==> config.mk <==
export PLATFORM = sky130hd
export DESIGN_NAME = cave_player_input
export DESIGN_NICKNAME = d
export VERILOG_FILES = /design/src/rtl/cave_player_input.sv
export SDC_FILE = /design/constraint.sdc
export NUM_CORES = 1
export LEC_CHECK = 0
export BUFFER_PORTS_ARGS = -buffer_cell sky130_fd_sc_hd__buf_4
export CORE_AREA = 8 8 93 95
export DETAILED_ROUTE_END_ITERATION = 6
export DIE_AREA = 0 0 101 103
export GPL_TIMING_DRIVEN = 0
export PLACE_DENSITY = 0.9
export REMOVE_ABC_BUFFERS = 1
export SYNTH_ARGS = -nofsm -noshare
export SYNTH_HDL_FRONTEND = slang
export SYNTH_SLANG_ARGS = --single-unit
==> constraint.sdc <==
create_clock -name clk_sys -period 4.5 [get_ports clk_sys]
set_clock_uncertainty 0.15 [all_clocks]
set_input_delay 0.9 -clock clk_sys [delete_from_list [all_inputs] [get_ports clk_sys]]
set_output_delay 0.9 -clock clk_sys [all_outputs]
set_load 0.01 [all_outputs]
==> src/rtl/cave_player_input.sv <==
// Input conditioning between hps_io and Main: PS/2 key decode, joystick merge,
// SOCD cleaning, coin pulse stretching and pause toggling.
module cave_player_input #(
    parameter int COIN_HOLD = 4096
) (
    input  logic        clk_sys,
    input  logic        reset_n,
    input  logic [10:0] ps2_key,
    input  logic [10:0] joystick_0,
    input  logic [10:0] joystick_1,
    output logic [9:0]  player1,
    output logic [9:0]  player2,
    output logic        pause
);
    localparam int CW = $clog2(COIN_HOLD);
    localparam logic [CW-1:0] COIN_RELOAD = CW'(COIN_HOLD - 1);

    typedef enum logic [4:0] {
        K_UP, K_DOWN, K_LEFT, K_RIGHT, K_CTRL, K_ALT, K_SPACE,
        K_1, K_2, K_5, K_6, K_9, K_0,
        K_A, K_S, K_Q, K_R, K_F, K_D, K_G, K_P,
        K_NONE
    } key_e;

    key_e        key_sel;
    logic [20:0] keys;
    logic        tog_q;
    logic        armed;
    logic        key_event;
    logic [9:0]  kb1, kb2;
    logic [9:0]  m_pl [2];
    logic        m_pause;
    logic [CW-1:0] coin_cnt [2];
    logic [1:0]  coin_prev;
    logic        pause_prev;
    logic [9:0]  pl_q [2];

    // Joystick layout {svc,pause,coin,start,b3,b2,b1,U,D,L,R} -> player layout.
    function automatic logic [9:0] joy_to_player(input logic [10:0] joy);
        return {joy[10], joy[8:4], joy[0], joy[1], joy[2], joy[3]};
    endfunction

    function automatic logic [3:0] socd_dir(input logic [3:0] dir);
        logic [3:0] v;
        v = dir;
        if (dir[1:0] == 2'b11) v[1:0] = 2'b00;
        if (dir[3:2] == 2'b11) v[3:2] = 2'b00;
        return v;
    endfunction

    always_comb begin
        // NOTE: default assigned first so unmapped codes can never infer a latch.
        key_sel = K_NONE;
        case (ps2_key[7:0])
            8'h75:   key_sel = K_UP;
            8'h72:   key_sel = K_DOWN;
            8'h6B:   key_sel = K_LEFT;
            8'h74:   key_sel = K_RIGHT;
            8'h14:   key_sel = K_CTRL;
            8'h11:   key_sel = K_ALT;
            8'h29:   key_sel = K_SPACE;
            8'h16:   key_sel = K_1;
            8'h1E:   key_sel = K_2;
            8'h2E:   key_sel = K_5;
            8'h36:   key_sel = K_6;
            8'h46:   key_sel = K_9;
            8'h45:   key_sel = K_0;
            8'h1C:   key_sel = K_A;
            8'h1B:   key_sel = K_S;
            8'h15:   key_sel = K_Q;
            8'h2D:   key_sel = K_R;
            8'h2B:   key_sel = K_F;
            8'h23:   key_sel = K_D;
            8'h34:   key_sel = K_G;
            8'h4D:   key_sel = K_P;
            default: key_sel = K_NONE;
        endcase
    end

    // The first clock after reset only samples the toggle, absorbing a stale level.
    assign key_event = armed && (ps2_key[10] != tog_q);

    always_ff @(posedge clk_sys or negedge reset_n) begin
        if (!reset_n) begin
            tog_q <= 1'b0;
            armed <= 1'b0;
            keys  <= '0;
        end else begin
            // NOTE: non-blocking so every register samples pre-edge values.
            tog_q <= ps2_key[10];
            armed <= 1'b1;
            if (key_event && key_sel != K_NONE)
                keys[key_sel] <= ps2_key[9];
        end
    end

    assign kb1 = {keys[K_9], keys[K_5], keys[K_1], keys[K_SPACE], keys[K_ALT],
                  keys[K_CTRL], keys[K_RIGHT], keys[K_LEFT], keys[K_DOWN], keys[K_UP]};
    assign kb2 = {keys[K_0], keys[K_6], keys[K_2], keys[K_Q], keys[K_S],
                  keys[K_A], keys[K_G], keys[K_D], keys[K_F], keys[K_R]};

    always_ff @(posedge clk_sys or negedge reset_n) begin
        if (!reset_n) begin
            m_pl[0] <= '0;
            m_pl[1] <= '0;
            m_pause <= 1'b0;
        end else begin
            m_pl[0] <= kb1 | joy_to_player(joystick_0);
            m_pl[1] <= kb2 | joy_to_player(joystick_1);
            m_pause <= keys[K_P] | joystick_0[9] | joystick_1[9];
        end
    end

    // A coin rising edge (re)loads the stretch counter; output holds while either is active.
    always_ff @(posedge clk_sys or negedge reset_n) begin
        if (!reset_n) begin
            for (int p = 0; p < 2; p++) begin
                coin_cnt[p] <= '0;
                pl_q[p]     <= '0;
            end
            coin_prev  <= '0;
            pause_prev <= 1'b0;
            pause      <= 1'b0;
        end else begin
            for (int p = 0; p < 2; p++) begin
                coin_prev[p] <= m_pl[p][8];
                if (m_pl[p][8] && !coin_prev[p])
                    coin_cnt[p] <= COIN_RELOAD;
                else if (coin_cnt[p] != '0)
                    coin_cnt[p] <= coin_cnt[p] - CW'(1);
                pl_q[p] <= {m_pl[p][9], m_pl[p][8] | (coin_cnt[p] != '0),
                            m_pl[p][7:4], socd_dir(m_pl[p][3:0])};
            end
            pause_prev <= m_pause;
            if (m_pause && !pause_prev)
                pause <= ~pause;
        end
    end

    assign player1 = pl_q[0];
    assign player2 = pl_q[1];

endmodule

* Word level (Yosys, flattened, before mapping)
Cells that the tools add are included.
Storage, ports and cells: register bits after elaboration 92, output and inout bits 21, input bits 35, word-level logic and storage cells 76
Operators by class: bitwise operators 7, reductions and logical operators 13, $add $sub $neg 2, equal/unequal tests 27, magnitude comparators 2, mux-type cells 12
Operators by type and width (count):
- $pmux W5 S21 | 1
- $eq A8 B5 Y1 const B | 7
- $eq A8 B6 Y1 const B | 7
- $eq A8 B7 Y1 const B | 7
- $mux W12 | 4
- $reduce_bool A12 Y1 | 2
- $sub A12 B1 Y12 const B | 2
- $bwmux W21 | 1
- $or A10 B10 Y10 | 2
- $eq A2 B2 Y1 const B | 4
- $mux W2 | 4
- $logic_and A1 B1 Y1 | 6
- $lt A5 B6 Y1 const B | 1
- $demux W1 S5 | 1
- $ge A5 B1 Y1 const B | 1
- $ne A5 B5 Y1 const B | 1
- $or A1 B1 Y1 | 4
- $reduce_bool A2 Y1 | 2
- $logic_not A1 Y1 | 3
- $mux W1 | 1
- $ne A1 B1 Y1 | 1
- $not A1 Y1 | 1

* Longest topological paths before layout
depth in word-level cells 7, depth in mapped cells 11, depth with buffers taken out 9

* Least setup slack after synthesis
Ideal clock, no wire load.
path type input to register, from in ps2_key[7], to reg keys[15], arrival 2.665 ns, buffers on the path 1, path slack 1.560 ns, stages on the path 8, required time 4.225 ns, library setup time 0.125 ns, cell sequence buf_6 > nand2b_4 > or4_4 > o221ai_4 > nand3_1 > nand2b_4 > or3_1 > mux2_4
On the way: longest elaborated chain between the ends 7, elaborated cells between the ends (all ways) 30
RTL lines:
- from (decl) | RTL line 8 | input logic [10:0] ps2_key,
- $eq A8 B7 Y1 (tied with other cells) | RTL line 54 | case (ps2_key[7:0])
- $pmux W5 S21 (*) | RTL line 54
- $lt A5 B6 Y1 (implied by the code) / $ge A5 B1 Y1 (equally long branches) | RTL line 93 | keys[key_sel] <= ps2_key[9];
- $logic_and A1 B1 Y1 (implied by the code) | RTL line 93
- $mux W1 (implied by the code) | RTL line 93
- $demux W1 S5 | RTL line 93
- $bwmux W21 | RTL line 93
- to (signal, indexed assignment) | RTL line 93
- to (decl) | RTL line 26 | logic [20:0] keys;
Mark *: on every way between the ends. The rest lies on a longest branch, timed or not. A chain may end at the register's enable or synchronous reset.

* Worst setup path after layout
from in ps2_key[1], to reg keys[6]
The elaborated chain is that of the path after synthesis.

==> summary.md <==
| Metric | Value |
|---|---|
| Outcome | completed |
| Peak VDD IR | 0.1530 mV |
| CP endpoint kind | register |
| Syn-to-layout area delta | 15.96% |
| Post-Syn Instances | 362 |
| Ys async rst share | 100.0% |
| Via count | 2870 |
| Worst hold slack | 0.2023 ns |
| Top_reg_cell synth | dfrtp_1 |
| Tot GR Track Use | 16.32% |
| Worst R2R Start | coin_cnt[6] |
| Worst-Skew Late Latency | 0.35 ns |
| Setup Fix Bufs, Post-CTS | 0 |
| IO Count | 56 |
| Hold WC Path Type | reg2reg |
| Ranking of synthesized cells by area | dfrtp_1, mux2_2, or2_2 |
| Layout net count | 449 |
| EDFF count, synth | 0 |
| Share of the synthesized area in the top cell type | 55.52% |
| Ant. Diodes | 0 |
| First-pass GRT wire length | 13490 µm |
| Synth area leader | dfrtp_1 |
| Leakage | 2.045 nW |
| Pin count of the biggest net entering global routing | 93 |
| Synth warn | 0 |
| Seq/Total Area, Yosys | 55.52% |
| CTS Root Cell | clkbuf_8 |
| Vias in the first global route | 2888 |
| P per Cell Area | 365.5 mW/mm² |
| TritonCTS clock tree | built |
| Min cycle time layout | 2.994 ns |
| Routed length per placed instance | 15.34 µm |
| Startpoint Class | input port |
| Final hold vios | 0 |
| RSZ-0062 raised after global routing | false |
| Maximum fanout along the worst path | 20 |
| Die Y-Extent | 103 µm |
| Final setup vio count | 0 |
| TritonCTS Buffers | 9 |
| Setup crit start | ps2_key[1] |
| Max_slew headroom | 28.70% |
| Routed Antenna Nets | 0 |
| CTS Hold Bufs | 0 |
| Critical path class | in2reg |
| IO Port Bufs | 54 |
| Commonest non-fill, non-tap cell in the layout | dfrtp_1 |
| Drt drc | 0 |
| CTS resizes | 0 |
| Slew @ Worst Pin | 1.070 ns |
| Unique masters post-synth | 55 |
| GP Congestion | 0.8440 |
| CP arrival | 3.08 ns |
| Syn avg cell area | 11.45 µm² |
| Die footprint | 0.01040 mm² |
| Final HPWL DP | 5556 µm |
| Remaining global-route overflow | 0 |
| Worst min-delay path startpoint | m_pl[15] |
| Post-Route WL | 7915 µm |
| Initial Utilization | 58.10% |
| Total iterations of the first detailed-routing run | 4 |
| Total power | 1.758 mW |
| Chip Width | 101 µm |
| Initial DRC count | 175 |
| Core ar. | 0.007137 mm² |
| Max Clk Rate | 0.3340 GHz |
| Most frequent cells in the layout | dfrtp_1, buf_4, nand2_1 |
| CTS max path bufs | 2 |
| H-tree depth | 3 |
| Post-DR vias/cell | 5.562 |
| Critical Path RT | 4.58 ns |
| Final cycle utilization of the critical path | 66.54% |
| Share of cells above drive strength 1 | 29.26% |
| Synthesized area | 0.004146 mm² |
| Max_cap viols | 0 |
| Fin. max-slew vios | 0 |
| Clk slew on worst S/H paths | 0.08 ns |
| TritonCTS Sinks | 92 |
| Flops & latches, synth | 92 |
| Rows | 31 |
| Setup_tns | 0 ns |
| Initial antenna violation count | 0 |
-- Yosys cell counts, types with 3 or more instances --
cell type / number
xor2_1: 6
mux2_2: 18
nor3b_1: 6
a21oi_1: 7
buf_2: 6
nor3_1: 15
o211ai_1: 3
mux2_1: 3
buf_4: 3
nor2b_1: 16
nand3_1: 9
nand4_1: 3
nor2_1: 16
nor4_1: 5
and3b_1: 3
nand2b_1: 7
or2_2: 22
clkbuf_1: 5
or3_1: 9
xnor2_1: 14
nand2_1: 35
dfrtp_1: 92
inv_1: 7
nor4bb_1: 6
o21ai_0: 10
-- cell type report --
type	count	area, µm²
clock inverters	6	87.58
well taps	99	123.9
inverters	7	26.28
flip-flops and latches	92	2302
multi-input cells	248	1735
repair buffers	54	405.4
clock buffers	10	127.6
fillers	541	2328
-- metal layers --
metal | track usage (%) | routed length, µm | vias to the layer above
li1 | - | - | 1358
met1 | 20.09 | 3203 | 1416
met2 | 27.71 | 4164 | 81
met3 | 3.241 | 421 | 15
met4 | 6.415 | 125 | 0
met5 | 0 | 0 | -
-- state kept, by name, summed over array words and instances, names as in the netlist --
register,count
coin_cnt,24
keys,21
m_pl,20
player1,10
player2,10
coin_prev,2
armed,1
m_pause,1
pause,1
pause_prev,1
tog_q,1
-- power breakdown --
group	switching, mW	internal, mW	total (mW)
Clock	0.270	0.314	0.584
Combinational	0.118	0.110	0.228
Sequential	0.0470	0.899	0.946
-- per-stage QoR --
step                      cells  area [µm²]  setup WS, ns  util, %
after CTS                   516        4808         1.512    67.37
final                       516        4808         1.506    67.37
after detailed placement    500        4593         1.195    64.36
after global routing        516        4808         1.379    67.37
after global placement      500        4593         1.225    64.36
after floorplan             347        4064         1.625        -
-- kinds of logic after synthesis --
family | share of synthesized area [%]
and+or+nand+nor | 23.81
DFF | 55.52
AOI/OAI and AO/OA | 7.061
muxes | 6.065
buffers and inverters | 2.625
xor gates and xnor gates | 4.225
adders and majority gates | 0.6034
other | 0.09044
-- worst paths after layout --
kind,endpoint,slack (ns),cells after the start
worst max-delay path,keys[6],1.51,8
worst min-delay path,player1[5],0.20,0
worst max register to register,coin_cnt[11],1.75,7
worst min register to register,player1[5],0.20,0
max in group asynchronous,keys[4],2.93,1
min in group asynchronous,player1[2],0.60,1
-- critical path, stage by stage --
cell      delay (ns)
buf_4           0.18
nand2b_1        0.16
or4_4           0.52
o221ai_4        0.23
nand3_1         0.13
nor3_1          0.37
nor2b_1         0.23
mux2_1          0.35
Power figures use the tool's default switching activity.
